[src/rtl/mvm_pkg.sv]
// Shared types and sizing helpers for the matrix-vector multiplier driver.
package mvm_pkg;

    typedef enum logic [2:0] {
        S_LOAD,
        S_START,
        S_STREAM,
        S_WAIT,
        S_CAPTURE,
        S_DRAIN
    } state_t;

    // Words per transaction: M*M matrix entries followed by M vector entries.
    function automatic int unsigned txn_words(input int unsigned m);
        return m * m + m;
    endfunction

    function automatic int unsigned buf_idx_width(input int unsigned m);
        return (txn_words(m) > 1) ? $clog2(txn_words(m)) : 1;
    endfunction

    function automatic int unsigned res_idx_width(input int unsigned m);
        return (m > 1) ? $clog2(m) : 1;
    endfunction

endpackage

[src/rtl/mvm_operand_buffer.sv]
// Transaction operand store: one write port, asynchronous read port.
module mvm_operand_buffer #(
    parameter int unsigned DEPTH = 20,
    parameter int unsigned WIDTH = 8,
    parameter int unsigned AW    = 5
) (
    input  logic             clk,
    input  logic             reset,
    input  logic             we,
    input  logic [AW-1:0]    waddr,
    input  logic [WIDTH-1:0] wdata,
    input  logic [AW-1:0]    raddr,
    output logic [WIDTH-1:0] rdata
);

    logic [WIDTH-1:0] mem [DEPTH];

    always_ff @(posedge clk or negedge reset) begin
        if (!reset) begin
            for (int unsigned i = 0; i < DEPTH; i++) mem[i] <= '0;
        end else if (we) begin
            mem[waddr] <= wdata;
        end
    end

    assign rdata = mem[raddr];

endmodule

[src/rtl/mvm_driver.sv]
// Buffers one operand transaction, replays it into the multiplier and
// returns the captured results on a valid/ready stream.
module mvm_driver
    import mvm_pkg::*;
#(
    parameter int unsigned MAT_SCALE    = 4,
    parameter int unsigned INPUT_WIDTH  = 8,
    parameter int unsigned OUTPUT_WIDTH = 16,
    parameter int unsigned TIMEOUT      = 64
) (
    input  logic                    clk,
    input  logic                    reset,
    input  logic                    in_valid,
    output logic                    in_ready,
    input  logic [INPUT_WIDTH-1:0]  in_data,
    output logic                    mvm_start,
    output logic [INPUT_WIDTH-1:0]  mvm_data_in,
    input  logic                    mvm_done,
    input  logic [OUTPUT_WIDTH-1:0] mvm_data_out,
    output logic                    out_valid,
    input  logic                    out_ready,
    output logic [OUTPUT_WIDTH-1:0] out_data,
    output logic                    out_last,
    output logic                    busy,
    output logic                    timeout_err
);

    localparam int unsigned N  = txn_words(MAT_SCALE);
    localparam int unsigned BW = buf_idx_width(MAT_SCALE);
    localparam int unsigned RW = res_idx_width(MAT_SCALE);
    localparam int unsigned WW = $clog2(TIMEOUT + 1);

    localparam logic [BW-1:0] LAST_WORD = BW'(N - 1);
    localparam logic [RW-1:0] LAST_RES  = RW'(MAT_SCALE - 1);
    localparam logic [WW-1:0] WD_LIMIT  = WW'(TIMEOUT - 1);

    state_t                  state;
    logic [BW-1:0]           cnt;
    logic [BW-1:0]           k;
    logic [RW-1:0]           j;
    logic [RW-1:0]           j_nxt;
    logic [WW-1:0]           wd;
    logic [OUTPUT_WIDTH-1:0] y [MAT_SCALE];
    logic                    we;
    logic [BW-1:0]           raddr;
    logic [INPUT_WIDTH-1:0]  rdata;

    assign we    = (state == S_LOAD) && in_valid && in_ready;
    assign j_nxt = j + RW'(1);
    // Read one word ahead so mvm_data_in can be registered without a gap.
    assign raddr = ((state == S_STREAM) && (k != LAST_WORD)) ? k + BW'(1) : '0;

    mvm_operand_buffer #(
        .DEPTH (N),
        .WIDTH (INPUT_WIDTH),
        .AW    (BW)
    ) u_buf (
        .clk   (clk),
        .reset (reset),
        .we    (we),
        .waddr (cnt),
        .wdata (in_data),
        .raddr (raddr),
        .rdata (rdata)
    );

    always_ff @(posedge clk or negedge reset) begin
        if (!reset) begin
            for (int unsigned i = 0; i < MAT_SCALE; i++) y[i] <= '0;
        end else if (state == S_CAPTURE) begin
            y[j] <= mvm_data_out;
        end
    end

    always_ff @(posedge clk or negedge reset) begin
        if (!reset) begin
            state       <= S_LOAD;
            cnt         <= '0;
            k           <= '0;
            j           <= '0;
            wd          <= '0;
            in_ready    <= 1'b1;
            busy        <= 1'b0;
            mvm_start   <= 1'b0;
            mvm_data_in <= '0;
            out_valid   <= 1'b0;
            out_data    <= '0;
            out_last    <= 1'b0;
            timeout_err <= 1'b0;
        end else begin
            case (state)
                S_LOAD: begin
                    if (we) begin
                        if (cnt == LAST_WORD) begin
                            cnt       <= '0;
                            in_ready  <= 1'b0;
                            busy      <= 1'b1;
                            mvm_start <= 1'b1;
                            state     <= S_START;
                        end else begin
                            cnt <= cnt + BW'(1);
                        end
                    end
                end
                S_START: begin
                    mvm_start   <= 1'b0;
                    mvm_data_in <= rdata;
                    k           <= '0;
                    state       <= S_STREAM;
                end
                S_STREAM: begin
                    if (k == LAST_WORD) begin
                        mvm_data_in <= '0;
                        wd          <= '0;
                        state       <= S_WAIT;
                    end else begin
                        mvm_data_in <= rdata;
                        k           <= k + BW'(1);
                    end
                end
                S_WAIT: begin
                    if (mvm_done) begin
                        j     <= '0;
                        wd    <= '0;
                        state <= S_CAPTURE;
                    end else if (wd == WD_LIMIT) begin
                        timeout_err <= 1'b1;
                        cnt         <= '0;
                        wd          <= '0;
                        in_ready    <= 1'b1;
                        busy        <= 1'b0;
                        state       <= S_LOAD;
                    end else begin
                        wd <= wd + WW'(1);
                    end
                end
                S_CAPTURE: begin
                    if (j == LAST_RES) begin
                        // j is still zero here only when a single result exists.
                        out_data  <= (j == '0) ? mvm_data_out : y[0];
                        out_last  <= (j == '0);
                        out_valid <= 1'b1;
                        j         <= '0;
                        state     <= S_DRAIN;
                    end else begin
                        j <= j_nxt;
                    end
                end
                S_DRAIN: begin
                    if (out_ready) begin
                        if (j == LAST_RES) begin
                            out_valid <= 1'b0;
                            out_data  <= '0;
                            out_last  <= 1'b0;
                            cnt       <= '0;
                            j         <= '0;
                            in_ready  <= 1'b1;
                            busy      <= 1'b0;
                            state     <= S_LOAD;
                        end else begin
                            out_data <= y[j_nxt];
                            out_last <= (j_nxt == LAST_RES);
                            j        <= j_nxt;
                        end
                    end
                end
                default: state <= S_LOAD;
            endcase
        end
    end

endmodule
[config.mk]
export PLATFORM = sky130hd
export DESIGN_NAME = mvm_driver
export DESIGN_NICKNAME = d
export VERILOG_FILES = /design/src/rtl/mvm_pkg.sv /design/src/rtl/mvm_operand_buffer.sv /design/src/rtl/mvm_driver.sv
export SDC_FILE = /design/constraint.sdc
export NUM_CORES = 1
export LEC_CHECK = 0
export ABC_CLOCK_PERIOD_IN_PS = 2900
export BUFFER_PORTS_ARGS = -buffer_cell sky130_fd_sc_hd__buf_2
export CAP_MARGIN = 20
export CORE_ASPECT_RATIO = 1.75
export CORE_MARGIN = 2
export CORE_UTILIZATION = 40
export CTS_BUF_LIST = sky130_fd_sc_hd__clkbuf_2 sky130_fd_sc_hd__clkbuf_4 sky130_fd_sc_hd__clkbuf_8
export CTS_CLUSTER_DIAMETER = 200
export CTS_CLUSTER_SIZE = 30
export DETAILED_ROUTE_END_ITERATION = 12
export GPL_TIMING_DRIVEN = 0
export PLACE_DENSITY = 0.63
export SYNTH_ARGS = -nofsm -noshare
export SYNTH_HDL_FRONTEND = slang
export SYNTH_HIERARCHICAL = 1
export SYNTH_SLANG_ARGS = --single-unit
[constraint.sdc]
create_clock -name clk -period 2.9 [get_ports clk]
set_input_delay 0.29 -clock clk [delete_from_list [all_inputs] [get_ports clk]]
set_output_delay 0.29 -clock clk [all_outputs]
set_load 0.1 [all_outputs]
== After elaboration in Yosys (flattened, before gate mapping) ==
Index checks and enable logic that the tools add are counted.
Widths: inputs -> output; s select.
Operators by class
  add/sub/neg operators: 4
  magnitude comparators: 6
  eq/ne operators: 22
  muxes and demuxes: 66
  bitwise logic cells: 5
  reduce and logical (&&, ||, !) cells: 23
Operators by type and width (number)
  $bwmux 160: 1
  $mux 16: 7
  $bwmux 64: 1
  $bmux 8 s5: 1
  $demux 8 s5: 1
  $mux 5: 8
  $bmux 16 s2: 1
  $demux 16 s2: 1
  $mux 8: 4
  $pmux 16 s2: 1
  $mux 3: 8
  $mux 7: 3
  $pmux 3 s6: 1
  $pmux 8 s2: 1
  $mux 1: 15
  $pmux 5 s3: 1
  $pmux 7 s2: 1
  $reduce_and 7->1: 2
  $ge 6x6->1 const B: 2
  $ne 2x2->1 const B: 6
  $not 5->6: 2
  $reduce_and 3->1: 4
  $add 5x1->5 const B: 2
  $eq 5x5->1 const B: 2
  other kinds (28): 50
Storage, ports and cells
  flip-flop bits (word level): 276
  input bits: 29
  logic and storage cells: 163

== Longest topological paths before layout ==
Gate-level depths: netlist (run 1).
  depth in word-level cells: 9
  depth in mapped cells: 13
  gate-level depth less buffers: 10

== Modules after synthesis ==
Netlist (run 1), hierarchy kept.
Modules (own cells, without submodules)
  mvm_operand_buffer: times used 1, cells an instance 459, area each 7432.1 µm², sequential area each 4003.8 µm²
  mvm_driver: times used 1, cells an instance 463, area each 5696.7 µm², sequential area each 2904.0 µm²

== Least setup slack after synthesis (run 1) ==
Ideal clock, no wire load.
  path type: reg-to-reg
  start point: reg state[0]
  end point: reg mvm_data_in[1]
  setup time: 0.122 ns
  arrival: 2.847 ns
  path slack: -0.069 ns
  stages on the path, launching flop included: 13
  buffers on the path: 4
  cell sequence: dfrtp_1 > buf_2 > or3b_1 > clkbuf_1 > nand2b_1 > nor2_1 > buf_6 > buf_12 > mux4_1 > mux2_2 > a22oi_1 > o21ai_1 > a22o_1
Between the ends
  word-level cells in the longest chain between the ends: 9
  elaborated cells on any way between the ends: 11
  those cells by class: 2 x eq/ne; 6 x mux; 1 x bitwise; 2 x reduce/logical
Ends and longest elaborated chain
  start: declaration: RTL line mvm_driver.sv:37  | state_t state;
  start signal: assignment: RTL line mvm_driver.sv:77  | state <= S_LOAD;
  start signal: assignment: RTL line mvm_driver.sv:99  | state <= S_START;
  start signal: assignment: RTL line mvm_driver.sv:109  | state <= S_STREAM;
  $eq 3x2->1 *: RTL line mvm_driver.sv:51  | assign raddr = ((state == S_STREAM) && (k != LAST_WORD)) ? k + BW'(1) : '0;
  $logic_and 1x1->1 *: RTL line mvm_driver.sv:51
  $mux 5 *: RTL line mvm_driver.sv:51
  via raddr[0]: RTL line mvm_driver.sv:45  | logic [BW-1:0] raddr;
  $not 5->6 (not written as such) *: RTL line mvm_operand_buffer.sv:26  | assign rdata = mem[raddr];
  $bmux 8 s5 *: RTL line mvm_operand_buffer.sv:26
  $mux 8 (not written as such) * (2 in a row): RTL line mvm_operand_buffer.sv:26
  via rdata[1]: RTL line mvm_driver.sv:46  | logic [INPUT_WIDTH-1:0] rdata;
  $mux 8: RTL line mvm_driver.sv:112  | if (k == LAST_WORD) begin
  $pmux 8 s2 *: RTL line mvm_driver.sv:91  | case (state)
  end signal: assignment: RTL line mvm_driver.sv:107  | mvm_data_in <= rdata;
  end signal: assignment: RTL line mvm_driver.sv:117  | mvm_data_in <= rdata;
  end: declaration: RTL line mvm_driver.sv:17  | output logic [INPUT_WIDTH-1:0] mvm_data_in,
Mark *: on every way through the listed nets, which the timed path passes. The rest lies on a longest branch. The select of a mux whose other input is x is not followed.
A chain may end at the register's enable or synchronous reset.

== Worst setup path in the final report (run 1) ==
Ends and elaborated chain as after synthesis.

==> results of run 1 <==
-- flip-flops by register name, indices dropped and copies added (netlist names), 2 cells and up --
register	cells
out_data	16
k	5
j	2
mvm_data_in	8
wd	7
u_buf/mem	160
state	3
cnt	5
y	64
-- cell type report --
class | count | area, sq um | share of cell area [%]
clock inverters | 1 | 30.0 | 0.207
clock buffers | 16 | 201 | 1.39
inverters | 11 | 42.5 | 0.293
repair buffers | 77 | 567 | 3.90
plain buffers | 55 | 364 | 2.50
flip-flops and latches | 276 | 6910 | 47.5
multi-input cells | 574 | 5920 | 40.7
well taps | 400 | 500 | 3.44
-- cell families (layout without fill, tap and decap cells) --
| group | after synthesis | after routing | synth area share [%] |
|---|---|---|---|
| multiplexers | 316 | 316 | 31.9 |
| AO/OA/AOI/OAI | 109 | 109 | 5.20 |
| adder cells (fa/ha/maj) | 8 | 8 | 0.762 |
| AND/OR/NAND/NOR | 137 | 137 | 6.10 |
| XOR/XNOR | 4 | 4 | 0.267 |
| flip-flops | 276 | 276 | 52.6 |
| buffers and inverters | 72 | 160 | 3.11 |
-- power by group through the flow --
stage	combinational (mW)	sequential [mW]	clock, mW
after floorplan	0.0260	3.92	0
after global placement	0.157	3.92	0
after detailed placement	0.170	3.92	0
after CTS	0.182	3.85	1.75
after global routing	0.198	3.85	1.87
final	0.173	3.85	1.66
-- routing by layer --
layer  part of all wire [%]  vias to the layer above
li1                       -                     3547
met1                     39                     4075
met2                     55                      120
met3                    2.5                       43
met4                    3.2                        0
met5                      0                        -
-- stage by stage --
stage	setup slack, ns	hold WS, ns	util [%]	setup TNS, ns	power (mW)
after floorplan	0.00685	-0.00559	-	0	3.95
after global placement	-3.63	0.459	43.0	-998.66	4.08
after detailed placement	-0.898	0.278	43.2	-8.44	4.09
after CTS	-0.0506	0.00239	45.1	-0.254	5.79
after global routing	-0.0621	0.00143	45.0	-0.347	5.92
final	0.0113	0.0365	45.0	0	5.68
-- synthesized netlist by cell type (4+ instances only) --
cell,instances,area (sq um)
sky130_fd_sc_hd__a21o_1,8,60.1
sky130_fd_sc_hd__a21oi_1,26,130
sky130_fd_sc_hd__a22o_1,8,70.1
sky130_fd_sc_hd__a22oi_1,7,52.6
sky130_fd_sc_hd__and3_1,6,37.5
sky130_fd_sc_hd__buf_2,20,100
sky130_fd_sc_hd__buf_4,8,60.1
sky130_fd_sc_hd__buf_6,6,67.6
sky130_fd_sc_hd__clkbuf_1,21,78.8
sky130_fd_sc_hd__dfrtp_1,275,6880
sky130_fd_sc_hd__ha_1,8,100
sky130_fd_sc_hd__inv_1,10,37.5
sky130_fd_sc_hd__mux2_2,233,2620
sky130_fd_sc_hd__mux2i_1,27,270
sky130_fd_sc_hd__mux4_1,9,236
sky130_fd_sc_hd__mux4_2,45,1010
sky130_fd_sc_hd__nand2_1,30,113
sky130_fd_sc_hd__nand2_2,10,62.6
sky130_fd_sc_hd__nand2b_1,6,37.5
sky130_fd_sc_hd__nand3_1,9,45.0
sky130_fd_sc_hd__nor2_1,33,124
sky130_fd_sc_hd__nor2b_1,5,31.3
sky130_fd_sc_hd__nor3b_1,5,37.5
sky130_fd_sc_hd__nor4bb_1,4,40.0
sky130_fd_sc_hd__o21ai_0,29,145
sky130_fd_sc_hd__o21ai_1,10,50.1
-- repair_timing --
action | CTS | global route
resized for setup | 49 | 11
cloned | 1 | 0
hold buffers | 11 | 0
hold endpoints to repair | 101 | 0
pin swaps | 8 | 3
setup endpoints to repair | 17 | 33
buffers inserted | 12 | 2
-- critical path, stage by stage (launching register included) --
cell and delay, ns:
sky130_fd_sc_hd__dfrtp_2 0.45, sky130_fd_sc_hd__or3b_4 0.41, sky130_fd_sc_hd__nand2b_4 0.17, sky130_fd_sc_hd__nor2_4 0.13, sky130_fd_sc_hd__buf_8 0.15, sky130_fd_sc_hd__buf_12 0.13, sky130_fd_sc_hd__mux4_1 0.57, sky130_fd_sc_hd__mux2_4 0.32
sky130_fd_sc_hd__a22oi_2 0.18, sky130_fd_sc_hd__o21ai_1 0.09, sky130_fd_sc_hd__a22o_1 0.21
-- worst paths after layout --
| check | to | slack [ns] | cells after the start |
|---|---|---|---|
| min reg2reg | out_data[8] | 0.50 | 2 |
| min in group asynchronous | y[61] | 0.26 | 2 |
| min | y[26] | 0.04 | 2 |
| max in group asynchronous | u_buf/mem[156] | 1.60 | 3 |
| max reg2reg | mvm_data_in[1] | 0.01 | 10 |
| max | mvm_data_in[1] | 0.01 | 10 |
==> results.md, run 1 <==
STA:
- Setup repair after global routing could not meet its margin everywhere.
- The final critical delay including setup and external delays is about 2.9 ns.
- Setup violations remaining at the end of the flow were counted as 0.
- The number of max-slew violations in the final report came to 0.
- Derived from the worst setup path, the maximum achievable clock frequency is 346 MHz.
- The number of hold violations in the final report is 0.
- The ratio of final minimum period to clock period is 99.6%.
- The worst-margin pin slew is 0.871 ns.
- The worst-case headroom to the max-slew limit is roughly two fifths.
- Clock skew on the completed layout was measured at approximately 0.072 ns.

Cells and area:
- Leaving out fill and tap cells, the most frequent cell in the layout is sky130_fd_sc_hd__dfrtp_1.
- The area growth from synthesis to layout is 10.8%.
- The ratio of cells with drive above 1 in the final layout is 44.7%.
- The post-route cell area is 14500 sq um.
- The net count of the finished layout is 1045.
- Counting the fill cells in the layout gives a little under 3k.
- The non-filler instance count after layout is around 1.4k.
- The number of antenna diodes in the final layout is 0.
- In the layout the commonest cells are 272 x sky130_fd_sc_hd__dfrtp_1, 226 x sky130_fd_sc_hd__mux2_2, 64 x sky130_fd_sc_hd__buf_2.

Global routing:
- The number of global-route vias before repair is around 8.4k.
- The combined global-route utilization of all metal layers is between 10% and 20%.
- The global route total overflow is 0.
- The first global-routing pass estimated 48200 um of wire.
- The met2 usage is roughly 35%.
- For met1 alone, demand over resource in global routing was ~21%.
- For this run, global-route usage on met3 was measured as ~1.7%.
- The number of antenna violations at the first check in global routing is 0.
- The global routing stage identified its most utilized layer as met2.
- Entering global routing, the biggest net connects 118 pins.

Min path:
- The worst hold path begins at mvm_data_out[10].
- The worst hold path belongs to the class in2reg.

Floorplan:
- For this design the top-level I/O count stands at 59.
- The core outline area is 32300 sq um.
- The floorplan die height is 244 um.
- The initial cell density of the core is 40.6%.
- The total die area is 34300 sq um.
- The horizontal extent of the die is 141 um.
- Row generation in the floorplan step produced 87 rows.

Setup path:
- The critical path launch point is state[0].
- STA classifies the critical path startpoint as a register.
- The critical path class is reg2reg.
- The start of the worst register-to-register path is state[0].
- The data arrival time of the worst path is approximately 3.4 ns.
- The kind of end point of the critical path is a register.
- Of all nets on the critical path, the largest fanout is 5.
- The required time of the critical path is 3.37 ns.

Routing:
- After detailed routing, the number of vias per cell comes to 5.52.
- The total number of vias is approximately 8k.
- The first-iteration detailed-routing DRC count is 366.
- Once detail routing completed, the nets flagged for antenna violations numbered 0.
- The total iterations of the first detailed-routing run is 4.
- The final routed wirelength across all metal layers is 30500 um.
- The DRC violation count after routing is 0.
- The wire length per cell is 21.6 um.

Synth:
- Counting flops with an async set or reset pin after synthesis yields a share of 100%.
- The netlist uses 67 different library cells.
- The gate count of the mapped netlist is slightly above 900.
- The number of enable flip-flop cells after synthesis is 0.
- The synthesized flop and latch total is around 280.
- The Yosys step of the flow raised 6 warnings.
- The total nets after synthesis is around 960.
- After synthesis, flip-flops and latches occupy 52.6% of the total area.
- The most instantiated flip-flop cell in the synthesis netlist is sky130_fd_sc_hd__dfrtp_1.
- The mapped netlist covers 13100 sq um.
- Dividing the synthesized area by the synthesized cell count gives 14.2 sq um.

Clock tree:
- The number of levels in the clock H-tree is 1.
- No sink is reached through more buffers than the 3 on the longest clock path.
- TritonCTS created 13 clock buffers.
- The clock edge transition at the registers on the reported setup and hold paths is 0.18 ns.
- The CTS tree is built.
- The tree is rooted in a sky130_fd_sc_hd__clkbuf_8.
- The clock reaches the later pin of the worst-skew pair after 0.56 ns.
- The number of sinks handled by clock tree synthesis is 276.

Pwr:
- Internal power comes to ~4.4 mW.
- The power per standard cell area is 391 nW/um^2.
- VDD sags by at most between 0.2 and 0.3 mV.
- In this run, the clock network consumes 29.2% of the power.
- The fraction of power spent switching nets is 23.1%.
- The logic gate share of total power is approximately 3.0%.
- For this design the static power due to leakage is 7.03 nW.
- In this run, flip-flops and latches consume 67.8% of the power.
- The switching power is 1.31 mW.

Placed design:
- The congestion estimate from routability-driven global placement came to 0.786.
- The number of port buffers is 50.
- The placement-stage cell area is 14000 sq um.
- The total placed cells including tap cells is 1374.
- The post-DP HPWL is 21400 um.

Outcome:
- The flow ran to the end, and the final reports show no timing, DRC or antenna violations.

Flow run:
- The tool flagged a number of max-cap violations equal to 0.
Power figures use the tool's default switching activity.
==> inputs of run 2 (changes only) <==
--- a/config.mk
+++ b/config.mk
@@ -19,5 +19,4 @@
 export PLACE_DENSITY = 0.63
 export SYNTH_ARGS = -nofsm -noshare
 export SYNTH_HDL_FRONTEND = slang
-export SYNTH_HIERARCHICAL = 1
 export SYNTH_SLANG_ARGS = --single-unit
==> run 2 against run 1 <==
Utilization fell by 0.36 points. Area after synthesis increased by 3.8%. Die area up 3.7%. Combinational power grew to 29 times the previous value. Via count rose by 18%. Critical endpoint is now mvm_data_in[5].
==> results.md, run 2 <==
Pwr:
- The logic gate share of total power came to 43.6% (+41 points).
- The maximum resistive drop on vdd came to 0.818 mV (+200%).
- The fraction of power spent switching nets is 42.9% (+20 points).
- The leakage power is 7.11 nW (+1.1%).
- The cell-internal power is 6.57 mW (+50%).
- The part of the total power dissipated in sequential elements is 41.5% (-26 points).
- The switching power is 4.94 mW (+280%).
- The power per standard cell area was 767 nW/um^2 (+96%).
- The part of the total power dissipated in the clock network is 14.9% (-14 points).

Synth:
- The post-synth design cell area is 13600 sq um (+3.8%).
- By instance count, the leading cell after synthesis is sky130_fd_sc_hd__dfrtp_1.
- The sequential area share after synthesis came to 50.7% (-1.9 points).
- In the post-synthesis netlist, the biggest area contributors are sky130_fd_sc_hd__dfrtp_1 50%, sky130_fd_sc_hd__mux2_2 20%, sky130_fd_sc_hd__mux2i_1 2.6%.
- By count the netlist is led by 275 x sky130_fd_sc_hd__dfrtp_1, 241 x sky130_fd_sc_hd__mux2_2, 67 x sky130_fd_sc_hd__nand2_1.
- The synthesized flop and latch total is 276 (unchanged).
- The mean instance size in the synthesized netlist came to 12.3 sq um (-13%).
- The most used flip-flop cell after synthesis is sky130_fd_sc_hd__dfrtp_1.
- The top cell type's share of synthesized area is 50.5% (-1.9 points).
- The gate count of the mapped netlist is 1104 (+20%).
- The number of enable flip-flop cells after synthesis is 0 (unchanged).
- Summed over all instances, the cell type with the most area after synthesis is sky130_fd_sc_hd__dfrtp_1.
- The total nets after synthesis came to 1144 (+19%).
- The number of library cell types mapped by synthesis was 69 (+3.0%).
- The number of synthesis warnings is 0 (-6).
- The proportion of synthesized flip-flops having asynchronous set or reset is 100% (unchanged).

STA:
- The number of max-slew violations in the final report is 0 (unchanged).
- The final critical delay including setup and external delays is 2.82 ns (-0.0729 ns).
- The achievable clock frequency is 355 MHz (+2.6%).
- The sum of negative setup slack is 0 ns (unchanged).
- The worst-case headroom to the max-slew limit was 33.9% (-7.8 points).
- The worst path setup slack after routing is 0.0842 ns (+0.0729 ns).
- The ratio of final minimum period to clock period is 97.1% (-2.5 points).
- Setup repair after global routing left no endpoint under its margin.
- The number of hold violations in the final report is 0 (unchanged).
- The worst-margin pin slew came to 0.985 ns (+0.114 ns).
- The setup-violating endpoint count in the final report came to 0 (unchanged).
- The worst setup skew after layout was 0.0517 ns (-0.0202 ns).

Clock tree:
- The number of sinks handled by clock tree synthesis came to 276 (unchanged).
- Clock tree synthesis selected as its root buffer the cell sky130_fd_sc_hd__clkbuf_8.
- The clock edge transition at the registers on the reported setup and hold paths is 0.18 ns (about the same).
- The deepest clock path buffer count came to 3 (unchanged).
- The CTS tree is built.
- The latest clock arrival within the worst-skew pair is 0.57 ns (about the same).
- The number of levels in the clock H-tree was 1 (unchanged).
- The TritonCTS buffer count is 13 (unchanged).

Setup path:
- The critical path class is reg2reg.
- The critical path launch point type is a register.
- The kind of end point of the critical path is a register.
- The standard cell with the maximum stage delay on the critical path is sky130_fd_sc_hd__dfrtp_1.
- The data arrival time of the worst path is 3.30 ns (-0.05 ns).
- The flop-to-flop setup slack is 0.08 ns (+0.07 ns).
- The signal on the critical path passes through ha_1 > nand3b_4 > or3_1 > buf_2 > buf_6 > a311oi_2 > a211oi_1 > o311ai_2.
- The maximum fanout along the worst path is 10 (+5).
- In this run the critical register-to-register path is captured at mvm_data_in[5].
- The required time of the critical path is 3.38 ns (about the same).
- The start of the worst register-to-register path is k[1].
- The number of cells on the worst reg-to-reg path is 8 (-2).
- The highest cell delay on the worst timing path came to 0.51 ns (-0.06 ns).

Cells and area:
- The post-route cell area is 15000 sq um (+3.2%).
- The filler cell count in the final layout was 3196 (+8.6%).
- The net count of the finished layout was 1226 (+17%).
- The largest registers in the layout are u_buf.mem x160, y x64, out_data x16.
- The register with the most flip-flops is u_buf.mem.
- The number of antenna cells inserted is 0 (unchanged).
- The utilization after layout is 44.6% (-0.36 points).
- The flip-flop count of the largest register after layout was 160 (unchanged).
- The ratio of cells with drive above 1 in the final layout was 33.8% (-11 points).
- In the layout the commonest cells are 275 x sky130_fd_sc_hd__dfrtp_1, 241 x sky130_fd_sc_hd__mux2_2, 67 x sky130_fd_sc_hd__nand2_1.
- The area growth from synthesis to layout is 10.1%.
- Leaving out fill and tap cells, the most frequent cell in the layout is sky130_fd_sc_hd__dfrtp_1.

Min path:
- The start point of the worst min-delay path is mvm_data_out[9].
- The class of the tightest hold or removal check is in2reg.
- The worst hold path depth is 2 (unchanged).
- The worst min-delay path endpoint is y[9].

Placed design:
- The post-DP HPWL is 27400 um (+28%).
- The post-placement worst setup slack was -0.652 ns (+0.246 ns).
- The final estimated routing congestion in global placement is 0.919 (+17%).
- The placement-stage cell area is 14500 sq um (+3.9%).
- The number of port buffers was 50 (unchanged).

Global routing:
- The first-pass GRT wire length is 56800 um (+18%).
- The maximum number of pins on one net before global-route repair is 110 (-6.8%).
- The number of global-route vias before repair is 9699 (+16%).
- The global route total overflow is 0 (unchanged).
- The combined global-route utilization of all metal layers is 21.0% (+3.0 points).
- The number of antenna violations at the first check in global routing was 0 (unchanged).

Floorplan:
- The top-level port count is 59 (unchanged).
- The core outline area is 33600 sq um (+4.0%).
- The number of core rows is 89 (+2.3%).
- The initial cell density of the core is 40.5% (-0.085 points).
- The total die area is 35600 sq um (+3.7%).
- The horizontal extent of the die is 144 um (+1.8%).
- The floorplan die height is 248 um (+1.9%).

Routing:
- The total iterations of the first detailed-routing run is 4 (unchanged).
- The per-cell via count in the routed design came to 5.58 (+1.1%).
- The wire length per cell is 22.2 um (+2.8%).
- The total number of vias is 9185 (+18%).
- The first-iteration detailed-routing DRC count is 473 (+29%).
- The DRC violation count after routing is 0 (unchanged).
- The final routed wirelength across all metal layers is 36600 um (+20%).
- The residual antenna-violating net count after detailed routing is 0 (unchanged).

Outcome:
- The flow ran to the end, and the final reports show no timing, DRC or antenna violations.

Flow run:
- The max-cap check violation count was 0 (unchanged).
==> run 2: cell count changes in the layout (fill, tap and decap cells not counted), moves of 15 or more <==
| cell | before | now |
|---|---|---|
| sky130_fd_sc_hd__a211oi_1 | 1 | 16 |
| sky130_fd_sc_hd__clkbuf_1 | 19 | 49 |
| sky130_fd_sc_hd__mux2_2 | 226 | 241 |
| sky130_fd_sc_hd__mux4_2 | 52 | 16 |
| sky130_fd_sc_hd__nand2_1 | 29 | 67 |
| sky130_fd_sc_hd__nand2b_1 | 5 | 24 |
| sky130_fd_sc_hd__nor2b_1 | 5 | 21 |
| sky130_fd_sc_hd__o31ai_1 | 2 | 17 |
==> run 2: stage by stage <==
step | power [mW] | std cells | hold WS [ns]
final | 11.5 | 1645 | 0.0393
after global routing | 12.1 | 1645 | 0.00225
after CTS | 11.6 | 1644 | 0.00146
after detailed placement | 9.80 | 1611 | 0.300
after global placement | 9.69 | 1609 | 0.438
after floorplan | 8.36 | 1104 | -0.00559
==> run 2: worst max-delay path by stage <==
stage	startpoint	slack (ns)	depth (start not counted)	end
finish	k[1]	0.08	8	mvm_data_in[5]
CTS	k[0]	-0.04	8	mvm_data_in[0]
global placement	reset	-3.50	1	u_buf.mem[21]
floorplan	j[0]	0.28	9	out_data[12]
detailed placement	j[0]	-0.65	9	out_data[7]
global route	k[0]	0.02	7	mvm_data_in[5]
==> run 2: final cells by class <==
| cell class | count | area (sq um) | share of cell area [%] |
|---|---|---|---|
| Tap cell | 455 | 569 | 3.79 |
| Sequential cell | 276 | 6910 | 46.0 |
| Inverter | 12 | 45.0 | 0.300 |
| Buffer | 79 | 383 | 2.55 |
| Clock buffer | 17 | 209 | 1.39 |
| Multi-Input combinational cell | 735 | 6370 | 42.5 |
| Timing Repair Buffer | 69 | 483 | 3.22 |
| Clock inverter | 2 | 37.5 | 0.250 |
==> run 2: metal layers <==
metal | vias up | global-route usage, % | wire (um)
li1 | 4205 | - | -
met1 | 4736 | 22.5 | 13500
met2 | 176 | 38.8 | 19600
met3 | 68 | 2.27 | 1060
met4 | 0 | 13.2 | 2420
met5 | - | 0 | 0
==> run 2: worst max-delay path: cells and delay by family (launching register included) <==
kind,cells,cell delay (ns)
adder cells (fa/ha/maj),1,0.49
buffers and inverters,2,0.35
AO/OA/AOI/OAI,3,0.82
AND/OR/NAND/NOR,2,0.55
flip-flops,1,0.51
==> run 2: kinds of logic (layout without fill, tap and decap cells) <==
logic type	Yosys count	in the layout	share of synthesized area [%]
muxes	293	293	25.2
DFF	276	276	50.7
and+or+nand+nor	225	225	9.03
AOI/OAI and AO/OA	200	200	10.6
buffers and inverters	93	179	3.11
adders and majority gates	11	11	1.01
xor gates and xnor gates	6	6	0.386
==> run 2: power by group through the flow <==
| stage | logic [mW] | registers (mW) | clock network (mW) |
|---|---|---|---|
| final | 5.02 | 4.77 | 1.71 |
| after global routing | 5.36 | 4.84 | 1.90 |
| after CTS | 5.01 | 4.77 | 1.78 |
| after detailed placement | 4.96 | 4.84 | 0 |
| after global placement | 4.88 | 4.81 | 0 |
| after floorplan | 2.72 | 5.65 | 0 |
==> run 2: repair_timing <==
item	CTS	global route
pin swaps	1	1
endpoints found under the setup margin	33	23
setup buffers	0	1
hold buffers	16	0
resized for setup	10	10
hold endpoints to repair	130	0
